File: src/rtl/arcabuco_core_pack.sv
// Shared Arcabuco core types: memory access sizes, LSU FSM states
// and the alignment helper used by the MEM stage.
package arcabuco_core_pack;

    typedef enum logic [1:0] {
        MEM_B = 2'b00,
        MEM_H = 2'b01,
        MEM_W = 2'b10
    } t_mem_size;

    typedef enum logic [1:0] {
        IDLE = 2'b00,
        REQ  = 2'b01,
        WAIT = 2'b10
    } t_lsu_state;

    function automatic logic is_misaligned(
        input t_mem_size  size,
        input logic [1:0] off
    );
        case (size)
            MEM_H:   return off[0];
            MEM_W:   return |off;
            default: return 1'b0;
        endcase
    endfunction

endpackage

File: src/rtl/lsu_align.sv
// Lane alignment for the LSU: byte enables, store lane replication
// and load extract/extend. LOAD selects which data result drives dout.
// Ports: size/uns/offset control, din -> be (enables), dout (data).
module lsu_align
    import arcabuco_core_pack::*;
#(
    parameter bit LOAD = 1'b0
) (
    input  t_mem_size   size,
    input  logic        uns,
    input  logic [1:0]  offset,
    input  logic [31:0] din,
    output logic [3:0]  be,
    output logic [31:0] dout
);

    logic [31:0] shifted;
    logic [31:0] ext;
    logic [31:0] rep;

    always_comb begin
        shifted = din >> {offset, 3'b000};
        be      = 4'b1111;
        rep     = din;
        ext     = shifted;
        case (size)
            MEM_B: begin
                be  = 4'b0001 << offset;
                rep = {4{din[7:0]}};
                ext = {{24{~uns & shifted[7]}}, shifted[7:0]};
            end
            MEM_H: begin
                be  = 4'b0011 << offset;
                rep = {2{din[15:0]}};
                ext = {{16{~uns & shifted[15]}}, shifted[15:0]};
            end
            default: ;
        endcase
    end

    assign dout = LOAD ? ext : rep;

endmodule

File: src/rtl/arcabuco_memory.sv
// Arcabuco MEM-stage load/store unit: EX->MEM consumer driving a
// req/gnt/rvalid data bus, with load extension and pipeline stall.
// Ports: clock/rst, mem_* request from EX, dbus_* bus, load_data/
// load_valid to WB, mem_busy stall, misaligned/bus_error pulses.
// Option: ARCABUCO_MISALIGN_TRAP_EN rejects misaligned H/W accesses;
// otherwise low address bits are forced to the access size.
module arcabuco_memory
    import arcabuco_core_pack::*;
#(
    parameter int ADDR_W = 32
) (
    input  logic              clock,
    input  logic              rst,
    input  logic              mem_valid,
    input  logic              mem_we,
    input  t_mem_size         mem_size,
    input  logic              mem_unsigned,
    input  logic [ADDR_W-1:0] addr,
    input  logic [31:0]       wr_data,
    input  logic              memory_access,
    output logic              dbus_req,
    output logic              dbus_we,
    output logic [ADDR_W-1:0] dbus_addr,
    output logic [3:0]        dbus_be,
    output logic [31:0]       dbus_wdata,
    input  logic              dbus_gnt,
    input  logic              dbus_rvalid,
    input  logic [31:0]       dbus_rdata,
    input  logic              dbus_err,
    output logic [31:0]       load_data,
    output logic              load_valid,
    output logic              mem_busy,
    output logic              misaligned,
    output logic              bus_error
);

    t_lsu_state        state;
    logic [1:0]        off;
    logic              aligned;
    logic              issue;
    logic [3:0]        st_be;
    logic [31:0]       st_wdata;
    logic [3:0]        ld_be_unused;
    logic [31:0]       ld_ext;
    logic [ADDR_W-1:0] r_addr;
    logic [3:0]        r_be;
    logic [31:0]       r_wdata;
    logic              r_we;
    t_mem_size         r_size;
    logic              r_uns;
    logic [1:0]        r_off;

`ifdef ARCABUCO_MISALIGN_TRAP_EN
    assign off     = addr[1:0];
    assign aligned = ~is_misaligned(mem_size, addr[1:0]);
`else
    // Without the trap, H keeps only addr[1] and W ignores both bits.
    always_comb begin
        case (mem_size)
            MEM_W:   off = 2'b00;
            MEM_H:   off = {addr[1], 1'b0};
            default: off = addr[1:0];
        endcase
    end
    assign aligned = 1'b1;
`endif

    assign issue = (state == IDLE) & mem_valid & aligned;

    lsu_align #(.LOAD(1'b0)) u_st_align (
        .size   (mem_size),
        .uns    (1'b0),
        .offset (off),
        .din    (wr_data),
        .be     (st_be),
        .dout   (st_wdata)
    );

    lsu_align #(.LOAD(1'b1)) u_ld_align (
        .size   (r_size),
        .uns    (r_uns),
        .offset (r_off),
        .din    (dbus_rdata),
        .be     (ld_be_unused),
        .dout   (ld_ext)
    );

    // First request cycle comes straight from EX; REQ replays the
    // captured copy so fields stay stable until grant.
    always_comb begin
        dbus_req   = 1'b0;
        dbus_we    = 1'b0;
        dbus_addr  = '0;
        dbus_be    = 4'b0000;
        dbus_wdata = 32'h0;
        if (issue) begin
            dbus_req   = 1'b1;
            dbus_we    = mem_we;
            dbus_addr  = {addr[ADDR_W-1:2], 2'b00};
            dbus_be    = st_be;
            dbus_wdata = st_wdata;
        end else if (state == REQ) begin
            dbus_req   = 1'b1;
            dbus_we    = r_we;
            dbus_addr  = r_addr;
            dbus_be    = r_be;
            dbus_wdata = r_wdata;
        end
    end

    // Known-latency accesses granted at once do not stall on issue.
    assign mem_busy =
        ((state != IDLE) & ~((state == WAIT) & dbus_rvalid)) |
        (issue & (memory_access | ~dbus_gnt));

    always_ff @(posedge clock) begin
        if (rst) begin
            state      <= IDLE;
            r_addr     <= '0;
            r_be       <= 4'b0000;
            r_wdata    <= 32'h0;
            r_we       <= 1'b0;
            r_size     <= MEM_B;
            r_uns      <= 1'b0;
            r_off      <= 2'b00;
            load_data  <= 32'h0;
            load_valid <= 1'b0;
            bus_error  <= 1'b0;
            misaligned <= 1'b0;
        end else begin
            load_valid <= 1'b0;
            bus_error  <= 1'b0;
`ifdef ARCABUCO_MISALIGN_TRAP_EN
            misaligned <= (state == IDLE) & mem_valid & ~aligned;
`else
            misaligned <= 1'b0;
`endif
            case (state)
                IDLE: begin
                    if (issue) begin
                        r_addr  <= {addr[ADDR_W-1:2], 2'b00};
                        r_be    <= st_be;
                        r_wdata <= st_wdata;
                        r_we    <= mem_we;
                        r_size  <= mem_size;
                        r_uns   <= mem_unsigned;
                        r_off   <= off;
                        state   <= dbus_gnt ? WAIT : REQ;
                    end
                end
                REQ: begin
                    if (dbus_gnt) state <= WAIT;
                end
                WAIT: begin
                    if (dbus_rvalid) begin
                        load_valid <= 1'b1;
                        bus_error  <= dbus_err;
                        load_data  <= dbus_err ? 32'h0 : ld_ext;
                        state      <= IDLE;
                    end
                end
                default: state <= IDLE;
            endcase
        end
    end

endmodule

File: config.mk
export PLATFORM = sky130hd
export DESIGN_NAME = arcabuco_memory
export DESIGN_NICKNAME = d
export VERILOG_FILES = /design/src/rtl/arcabuco_core_pack.sv /design/src/rtl/lsu_align.sv /design/src/rtl/arcabuco_memory.sv
export SDC_FILE = /design/constraint.sdc
export NUM_CORES = 1
export LEC_CHECK = 0
export BUFFER_PORTS_ARGS = -buffer_cell sky130_fd_sc_hd__buf_2
export CAP_MARGIN = 20
export CORE_MARGIN = 8
export CORE_UTILIZATION = 44
export DETAILED_ROUTE_END_ITERATION = 6
export PLACE_DENSITY = 0.87
export SYNTH_ARGS = -nofsm -noshare
export SYNTH_HDL_FRONTEND = slang
export SYNTH_SLANG_ARGS = --single-unit
File: constraint.sdc
create_clock -name clock -period 1.5 [get_ports clock]
set_input_delay 0 -clock clock [delete_from_list [all_inputs] [get_ports clock]]
set_output_delay 0 -clock clock [all_outputs]
set_load 0.01 [all_outputs]
==> impl_metrics.env, run 1 <==
export IMPL_finalWorstSetupSlack_ns=-0.183
export IMPL_wl_met1_um=8680
export IMPL_gp_congestion=0.904
export IMPL_cp_top_family="simple AND/OR/NAND/NOR gates"
export IMPL_endpoint_kind="output pin"
export IMPL_numCtsBuffers=9
export IMPL_yosys_warnings=0
export IMPL_antenna_left=0
export IMPL_p_leak_nw=4.02
export IMPL_ctsLongestPathBuffers=2
export IMPL_dp_worst_setup_slack_ns=-0.169
export IMPL_outcome="finished with violations"
export IMPL_critical_path_max_stage_delay_ns=0.33
export IMPL_worst_setup_path_type="register to output pin"
export IMPL_r2r_start="state[1]"
export IMPL_die_h_um=125
export IMPL_regArea_um2=2170
export IMPL_grt_pass1_wl_um=34000
export IMPL_crit_cells=8
export IMPL_cp_common_cell="buf_6"
export IMPL_ios=213
export IMPL_wl_per_cell_um=21.3
export IMPL_setup_violations=111
export IMPL_wl_met2_um=11400
export IMPL_drive_above_1_share_pct=43.6
export IMPL_r2r_slack_ns=-0.14
export IMPL_path_clk_slew_ns=0.07
export IMPL_hold_path_class="input port to register"
export IMPL_tightest_slew_ns=0.743
export IMPL_slowest_stage="dfxtp_2"
export IMPL_top_layer="met5"
export IMPL_drt_vias_per_instance=5.91
export IMPL_ys_flop_type="dfxtp_1"
export IMPL_synth_edf_count=0
export IMPL_p_total_w=0.00782
export IMPL_synth_distinct_cells=38
export IMPL_syn2layout_area_growth_pct=68.1
export IMPL_hold_violations=0
export IMPL_start_kind="register"
export IMPL_dpl_cell_count=1008
export IMPL_drv_cap=0
export IMPL_io_buffers=209
export IMPL_drc_errors=0
export IMPL_cp_endpoint="dbus_addr[11]"
export IMPL_path_cells="buf_6 -> nand2b_4 -> nor2_4 -> buf_6 -> buf_12 -> nand2_1 -> nand2_2 -> buf_6"
export IMPL_seq_area_frac_synth_pct=41.7
export IMPL_tritoncts="done"
export IMPL_syn_avg_cell_area_um2=7.72
export IMPL_drtPass1Iterations=7
export IMPL_worstSkewPairLatency_ns=0.35
export IMPL_min_period_over_period_pct=112
export IMPL_initial_core_util_pct=45.2
export IMPL_p_per_area_nw_per_um2=897
export IMPL_finalClockSkew_ns=0.00805
export IMPL_worst_path_buf_inv=4
export IMPL_fillers=726
export IMPL_async_flop_share_pct=0
export IMPL_clock_root_buffer="clkbuf_16"
export IMPL_vias=6630
export IMPL_rr_worst_depth=9
export IMPL_drv_slew=0
export IMPL_worstPathArrival_ns=1.68
export IMPL_layout_cells_non_filler=1122
export IMPL_final_util_pct=76.0
export IMPL_synth_area_um2=5180
export IMPL_max_freq_ghz=0.594
export IMPL_cp_max_fo=14
export IMPL_reg2reg_to="r_wdata[27]"
export IMPL_grt_pass1_vias=6391
export IMPL_finalCriticalPeriod_ns=1.68
export IMPL_numClockSinks=108
export IMPL_critPathLaunch="state[1]"
export IMPL_dieWidth_um=125
export IMPL_dr_wl_met3_um=2530
export IMPL_grt_max_degree=46
export IMPL_antenna_found_initial=3
export IMPL_ys_seq_elements=108
export IMPL_grt_total_usage_pct=26.7
export IMPL_grt_overflow=0
export IMPL_rsz0062_at_grt="yes"
export IMPL_violations="setup timing"
export IMPL_slew_headroom_pct=50.3
export IMPL_cp_data_required_time_ns=1.50
export IMPL_die_area_um2=15500
export IMPL_final_setup_tns_ns=-10.53
export IMPL_peakVddDrop_mv=0.627
export IMPL_wirelength_um=23900
export IMPL_multi_input_area_um2=3320
export IMPL_h_tree_depth=3
export IMPL_worst_hold_path_num_cells=3
export IMPL_fp_row_count=39
export IMPL_core_area_um2=11500
export IMPL_syn_inst=672
export IMPL_nNetsFinal=1080
export IMPL_hpwl_um=12900
export IMPL_first_iter_violations=706
sequential cells by signal (all words and copies together) (netlist names):
register,count
r_size,2
bus_error,1
state,2
r_wdata,32
r_off,2
load_valid,1
load_data,32
r_uns,1
r_be,4
r_addr,30
r_we,1
layout by cell type, fill, tap and decap left out, types with 13 or more instances in the layout:
cell	synthesis	layout
buf_2	9	192
nand2_1	212	188
dfxtp_1	108	104
dlygate4sd3_1	0	54
a21oi_1	55	52
buf_4	6	40
nor2_1	50	33
buf_6	0	31
a22oi_1	24	24
o21ai_1	0	19
a211oi_2	0	19
nor2_4	1	17
o21ai_2	0	17
nand2_2	0	16
mux2i_1	16	16
a211oi_1	35	16
clkbuf_16	0	13
report_power, final:
group / switching, W / internal (W)
clock: 0.00112 / 0.00130
sequential: 0.000124 / 0.00303
combinational: 0.00115 / 0.00109
total: 0.00240 / 0.00542
cell families (layout without fill, tap and decap cells):
family                     count (synthesis)  after routing  share of synthesized area, %
and+or+nand+nor                          279            280                          21.3
AOI/OAI and AO/OA                        186            187                          22.6
DFF                                      108            108                          41.7
buffers and inverters                     62            362                          5.16
muxes                                     34             34                          8.74
adders and majority gates                  2              2                         0.483
other                                      1              6                        0.0723
metrics by stage:
step | cell area, um2 | hold WS, ns
after CTS | 8080 | 0.0261
after detailed placement | 6560 | 0.203
after global routing | 8710 | 0.0733
final | 8710 | 0.0475
after global placement | 6560 | 0.195
after floorplan | 5210 | 0.0710
metal layers:
layer	up-vias	track usage [%]
met2	487	44.6
met4	2	13.9
met5	-	0
met3	100	7.45
met1	3112	30.6
li1	2929	-
how the worst min path moves through the flow:
stage	from	end	slack, ns
4_1_cts	wr_data[29]	r_wdata[29]	0.03
3_5_place_dp	dbus_gnt	state[0]	0.20
2_1_floorplan	dbus_gnt	state[0]	0.07
5_1_grt	wr_data[31]	r_wdata[31]	0.07
3_3_place_gp	dbus_gnt	state[0]	0.20
6_report	wr_data[25]	r_wdata[25]	0.05
final cells by class:
class / count / share of cell area, %
multi-input combinational: 506 / 38.1
timing repair buffer: 341 / 31.3
sequential: 108 / 24.9
clock buffer: 10 / 2.63
tap: 143 / 2.05
clock inverter: 6 / 0.732
inverter: 5 / 0.215
antenna: 3 / 0.0862
synthesized netlist by cell type, types with 2 or more instances:
library cell / count / area [um2]
a211oi_1: 35 / 263
a21oi_1: 55 / 275
a22o_1: 9 / 78.8
a22oi_1: 24 / 180
a32oi_1: 8 / 70.1
buf_1: 4 / 15.0
buf_2: 9 / 45.0
buf_4: 6 / 45.0
clkbuf_1: 37 / 139
dfxtp_1: 108 / 2160
ha_1: 2 / 25.0
inv_1: 5 / 18.8
mux2_2: 10 / 113
mux2i_1: 16 / 160
mux4_2: 8 / 180
nand2_1: 212 / 796
nand2b_1: 5 / 31.3
nand3_1: 2 / 10.0
nor2_1: 50 / 188
nor2b_1: 4 / 25.0
o21a_1: 2 / 15.0
o21ai_0: 45 / 225
tightest hold or removal path: stages:
cell and delay, ns:
buf_2 0.08, a21oi_1 0.08, a211oi_2 0.19
timing repair:
item	4_1_cts	5_1_grt
resized for setup	92	122
endpoints found under the hold margin	54	0
cloned	12	6
hold buffers	54	0
endpoints found under the setup margin	101	129
setup buffers	15	12
pin swaps	17	45
Power figures use the tool's default switching activity.
==> run 2: changes to the inputs <==
CORE_UTILIZATION = 46   (was 44)
PLACE_DENSITY = 0.88   (was 0.87)
SETUP_SLACK_MARGIN = 0.02   (was default)
SLEW_MARGIN = 10   (was default)
SYNTH_HIERARCHICAL = 1   (was default)
==> run 2 against run 1 <==
The run still ends with setup timing left. Synthesized area up 15%. Utilization decreased by 10 points. Cell count increased by 8.8%. Critical path depth fell by 2. Total power down 2.2%. Die area grew 9.0%.
==> impl_metrics.env, run 2 <==
export IMPL_rsz0062_at_grt="yes"
export IMPL_intPower_w=0.00526
export IMPL_vias=6664
export IMPL_slowest_stage="dfxtp_2"
export IMPL_grt_max_degree=70
export IMPL_final_util_pct=65.9
export IMPL_dieWidth_um=130
export IMPL_start_kind="register"
export IMPL_numClockSinks=108
export IMPL_clock_root_buffer="clkbuf_16"
export IMPL_grt_total_usage_pct=24.2
export IMPL_nNetsFinal=1151
export IMPL_antenna_left=0
export IMPL_pwr_share_comb_pct=26.3
export IMPL_cp_data_required_time_ns=1.50
export IMPL_antenna_found_initial=0
export IMPL_finalCriticalPeriod_ns=1.64
export IMPL_p_total_w=0.00764
export IMPL_wl_per_cell_um=17.8
export IMPL_drc_errors=0
export IMPL_path_cells="nor3b_4 -> buf_6 -> buf_12 -> nand2_1 -> o21ai_1 -> buf_2"
export IMPL_numCtsBuffers=9
export IMPL_seqPwrFrac_pct=40.6
export IMPL_h_tree_depth=3
export IMPL_layout_cells_non_filler=1221
export IMPL_violations="setup timing"
export IMPL_initial_core_util_pct=47.2
export IMPL_hpwl_um=13100
export IMPL_final_setup_tns_ns=-7.03
export IMPL_hold_path_class="input port to register"
export IMPL_core_area_um2=12700
export IMPL_syn_avg_cell_area_um2=7.44
export IMPL_grt_pass1_wl_um=32300
export IMPL_path_clk_slew_ns=0.08
export IMPL_grt_pass1_vias=6461
export IMPL_grt_overflow=0
export IMPL_cp_max_fo=15
export IMPL_ios=213
export IMPL_worst_path_buf_inv=3
export IMPL_finalClockSkew_ns=0.00767
export IMPL_first_iter_violations=455
export IMPL_die_area_um2=16900
export IMPL_syn2layout_area_growth_pct=39.4
export IMPL_drv_slew=0
export IMPL_synth_area_um2=5980
export IMPL_p_leak_nw=3.61
export IMPL_hold_violations=0
export IMPL_drv_cap=0
export IMPL_wirelength_um=21700
export IMPL_cp_top_family="buffers and inverters"
export IMPL_dpl_cell_count=1143
export IMPL_worstPathArrival_ns=1.64
export IMPL_min_period_over_period_pct=110
export IMPL_max_freq_ghz=0.608
export IMPL_critical_path_max_stage_delay_ns=0.36
export IMPL_worstSkewPairLatency_ns=0.36
export IMPL_p_sw_w=0.00238
export IMPL_p_per_area_nw_per_um2=916
export IMPL_ctsLongestPathBuffers=2
export IMPL_worst_setup_path_type="register to output pin"
export IMPL_yosys_warnings=6
export IMPL_drive_above_1_share_pct=33.0
export IMPL_gp_congestion=0.898
export IMPL_drt_vias_per_instance=5.46
export IMPL_layout_common_cells="207 x nand2_1, 207 x buf_2, 107 x a21oi_1"
export IMPL_tritoncts="done"
export IMPL_fp_row_count=41
export IMPL_outcome="finished with violations"
export IMPL_finalWorstSetupSlack_ns=-0.143
export IMPL_setup_violations=92
export IMPL_syn_inst=804
export IMPL_io_buffers=209
export IMPL_drtPass1Iterations=5
export IMPL_die_h_um=130
export IMPL_largestRegisters="load_data (32), r_wdata (32), r_addr (30)"
export IMPL_p_clk_share_pct=33.1
export IMPL_peakVddDrop_mv=0.574
export IMPL_endpoint_kind="output pin"
export IMPL_sw_frac_of_total_pct=31.1
run 2: changes by cell type in the layout (fill, tap and decap cells not counted), sizes merged, moves of 9 or more:
cell / previous run / this run
a211oi: 35 / 1
a21oi: 55 / 120
a22o: 9 / 0
a22oi: 24 / 0
buf: 280 / 251
dlygate4sd3: 54 / 43
inv: 6 / 73
mux2: 10 / 26
nand3b: 1 / 34
nor2: 51 / 7
o211ai: 1 / 17
o21ai: 45 / 83
run 2: worst paths after layout:
check,start,endpoint,slack (ns),cells past startpoint
worst min-delay path,rst,load_data[11],0.02,2
worst max register to register,r_off[0],load_data[27],-0.10,6
worst max-delay path,state[0],dbus_wdata[21],-0.14,6
worst min register to register,load_data[3],load_data[3],0.45,2
run 2: power by group through the flow:
stage / logic (W) / registers (W) / clock network, W
after floorplan: 0.00104 / 0.00315 / 0
after global placement: 0.00156 / 0.00315 / 0
after global routing: 0.00216 / 0.00312 / 0.00267
final: 0.00201 / 0.00310 / 0.00253
after detailed placement: 0.00159 / 0.00316 / 0
after CTS: 0.00189 / 0.00310 / 0.00257
run 2: cell type report:
cell class	count	area [um2]
antenna	1	2.50
clock buffer	9	225
clock inverter	7	81.3
fill	982	4330
inverter	70	263
multi-input combinational	555	3240
sequential	108	2170
tap	172	215
timing repair buffer	299	2150
run 2: through the flow:
step | worst slack, ns | area (um2) | hold slack (ns)
5_1_grt | -0.225 | 8340 | 0.0263
2_1_floorplan | 0.0205 | 6000 | 0.0785
6_report | -0.143 | 8340 | 0.0178
3_3_place_gp | -0.0878 | 7130 | 0.218
4_1_cts | -0.138 | 8150 | 0.00306
3_5_place_dp | -0.140 | 7130 | 0.222
run 2: repair_timing:
item / in CTS / in global routing
pin swaps: 34 / 12
hold buffers: 43 / 0
endpoints found under the setup margin: 88 / 100
buffers inserted: 4 / 5
gates resized for setup: 47 / 29
endpoints found under the hold margin: 42 / 0
gates cloned: 6 / 3
run 2: per-layer routing:
metal  track usage [%]  share of wire (%)  vias up
met2              42.0                 48      389
met1              26.6                 38     3093
met4              12.3                3.4        0
met3              6.77                 11       60
li1                  -                  -     3122
met5                 0                  0        -
==> run 3: changes to the inputs <==
RECOVER_POWER = 100   (was default)
==> run 3 against run 2 <==
The flow still finishes with violations (setup timing). Sequential power hardly changed. Non-clock buffer count unchanged. Sequential cell count unchanged. Design area down 0.55%. Combinational power about the same. Critical path type unchanged. Clock power about the same. Highest routed layer unchanged. Clock-buffer cell count did not move. Die area unchanged. First-iteration DRC count increased by 11%.
==> impl_metrics.env, run 3 (same netlist as run 2, synthesis figures left out) <==
export IMPL_p_per_area_nw_per_um2=920
export IMPL_tritoncts="done"
export IMPL_worstSkewPairLatency_ns=0.36
export IMPL_cp_data_required_time_ns=1.50
export IMPL_layout_cells_non_filler=1221
export IMPL_drc_errors=0
export IMPL_grt_pass1_wl_um=32300
export IMPL_reg2reg_to="load_data[27]"
export IMPL_dp_worst_setup_slack_ns=-0.140
export IMPL_layout_common_cells="207 x nand2_1, 173 x buf_2, 107 x a21oi_1"
export IMPL_rsz0062_at_grt="yes"
export IMPL_drv_cap=0
export IMPL_vias=6661
export IMPL_initial_core_util_pct=47.2
export IMPL_worstPathArrival_ns=1.64
export IMPL_grt_overflow=0
export IMPL_numCtsBuffers=9
export IMPL_drv_slew=0
export IMPL_largestRegisters="load_data (32), r_wdata (32), r_addr (30)"
export IMPL_gp_congestion=0.898
export IMPL_hold_violations=0
export IMPL_worst_setup_path_type="register to output pin"
export IMPL_antenna_left=0
export IMPL_h_tree_depth=3
export IMPL_finalCriticalPeriod_ns=1.64
export IMPL_fp_row_count=41
export IMPL_r2r_start="r_off[0]"
export IMPL_ios=213
export IMPL_clock_root_buffer="clkbuf_16"
export IMPL_cp_max_fo=15
export IMPL_grt_pass1_vias=6461
export IMPL_path_clk_slew_ns=0.08
export IMPL_ctsLongestPathBuffers=2
export IMPL_finalWorstSetupSlack_ns=-0.139
export IMPL_dpl_cell_count=1143
export IMPL_grt_total_usage_pct=24.2
export IMPL_worst_hold_path_num_cells=2
export IMPL_peakVddDrop_mv=0.574
export IMPL_holdCritStartpoint="rst"
export IMPL_outcome="finished with violations"
export IMPL_numClockSinks=108
export IMPL_max_freq_ghz=0.610
export IMPL_dieWidth_um=130
export IMPL_drt_vias_per_instance=5.46
export IMPL_grt_max_degree=70
export IMPL_drtPass1Iterations=5
export IMPL_antenna_found_initial=0
export IMPL_drive_above_1_share_pct=29.7
export IMPL_finalClockSkew_ns=0.00783
export IMPL_p_total_w=0.00763
export IMPL_setup_violations=92
export IMPL_final_common_cell="nand2_1"
export IMPL_endpoint_kind="output pin"
export IMPL_die_area_um2=16900
export IMPL_syn2layout_area_growth_pct=38.7
export IMPL_min_period_over_period_pct=109
export IMPL_wl_per_cell_um=17.9
export IMPL_nNetsFinal=1151
export IMPL_holdPathEnd="load_data[25]"
export IMPL_wirelength_um=21800
export IMPL_rr_worst_depth=6
export IMPL_core_area_um2=12700
export IMPL_hold_path_class="input port to register"
export IMPL_p_leak_nw=3.46
export IMPL_r2r_slack_ns=-0.10
export IMPL_io_buffers=209
export IMPL_hpwl_um=13100
export IMPL_violations="setup timing"
export IMPL_die_h_um=130
export IMPL_start_kind="register"
export IMPL_first_iter_violations=503
export IMPL_final_setup_tns_ns=-7.00
-- run 3: cell types whose count changed in the layout (fill, tap and decap cells not counted) --
cell and delta:
buf_2 -34, buf_4 -1, clkbuf_1 +35
-- run 3: cell type report --
cell class                 instances  area (um2)
sequential                       108        2170
antenna                            1        2.50
inverter                          70         263
multi-input combinational        555        3240
clock buffer                       9         225
fill                            1010        4370
tap                              172         215
timing repair buffer             299        2100
clock inverter                     7        81.3
-- run 3: routing by layer --
metal  track usage [%]  wire (um)  vias up
met3              6.77       2320       58
met2              42.0      10400      401
met1              26.6       8370     3079
met5                 0          0        -
met4              12.3        700        0
li1                  -          -     3123
-- run 3: worst max path at each step --
stage / slack (ns) / end / from
2_1_floorplan: 0.02 / load_data[23] / r_off[0]
3_3_place_gp: -0.09 / load_data[9] / r_off[1]
3_5_place_dp: -0.14 / load_data[9] / r_off[1]
4_1_cts: -0.14 / dbus_wdata[26] / state[1]
5_1_grt: -0.23 / dbus_addr[3] / state[0]
6_report: -0.14 / dbus_wdata[21] / state[0]
-- run 3: where the power goes --
group	internal [W]	switching, W
registers	0.00301	0.0000881
logic	0.000919	0.00109
clock network	0.00132	0.00120
total	0.00526	0.00238
-- run 3: repair_timing --
item	in CTS	in global routing
gates cloned	6	3
pin swaps	34	12
endpoints found under the hold margin	42	0
buffers inserted	4	5
gates resized for setup	47	29
hold buffers	43	0
setup endpoints to repair	88	100
-- run 3: stage by stage --
stage	area, um2	util [%]	hold WS (ns)
final	8300	65.5	0.0136
after CTS	8150	64.3	0.00306
after global routing	8300	65.5	0.0263
after detailed placement	7130	56.2	0.222
after floorplan	6000	-	0.0785
after global placement	7130	56.2	0.218
-- run 3: worst max-delay path, cell delays in order (launching register included) --
cell and delay (ns):
dfxtp_2 0.35, nor3b_4 0.23, buf_6 0.18, buf_12 0.15, nand2_1 0.08, o21ai_1 0.10
buf_2 0.17
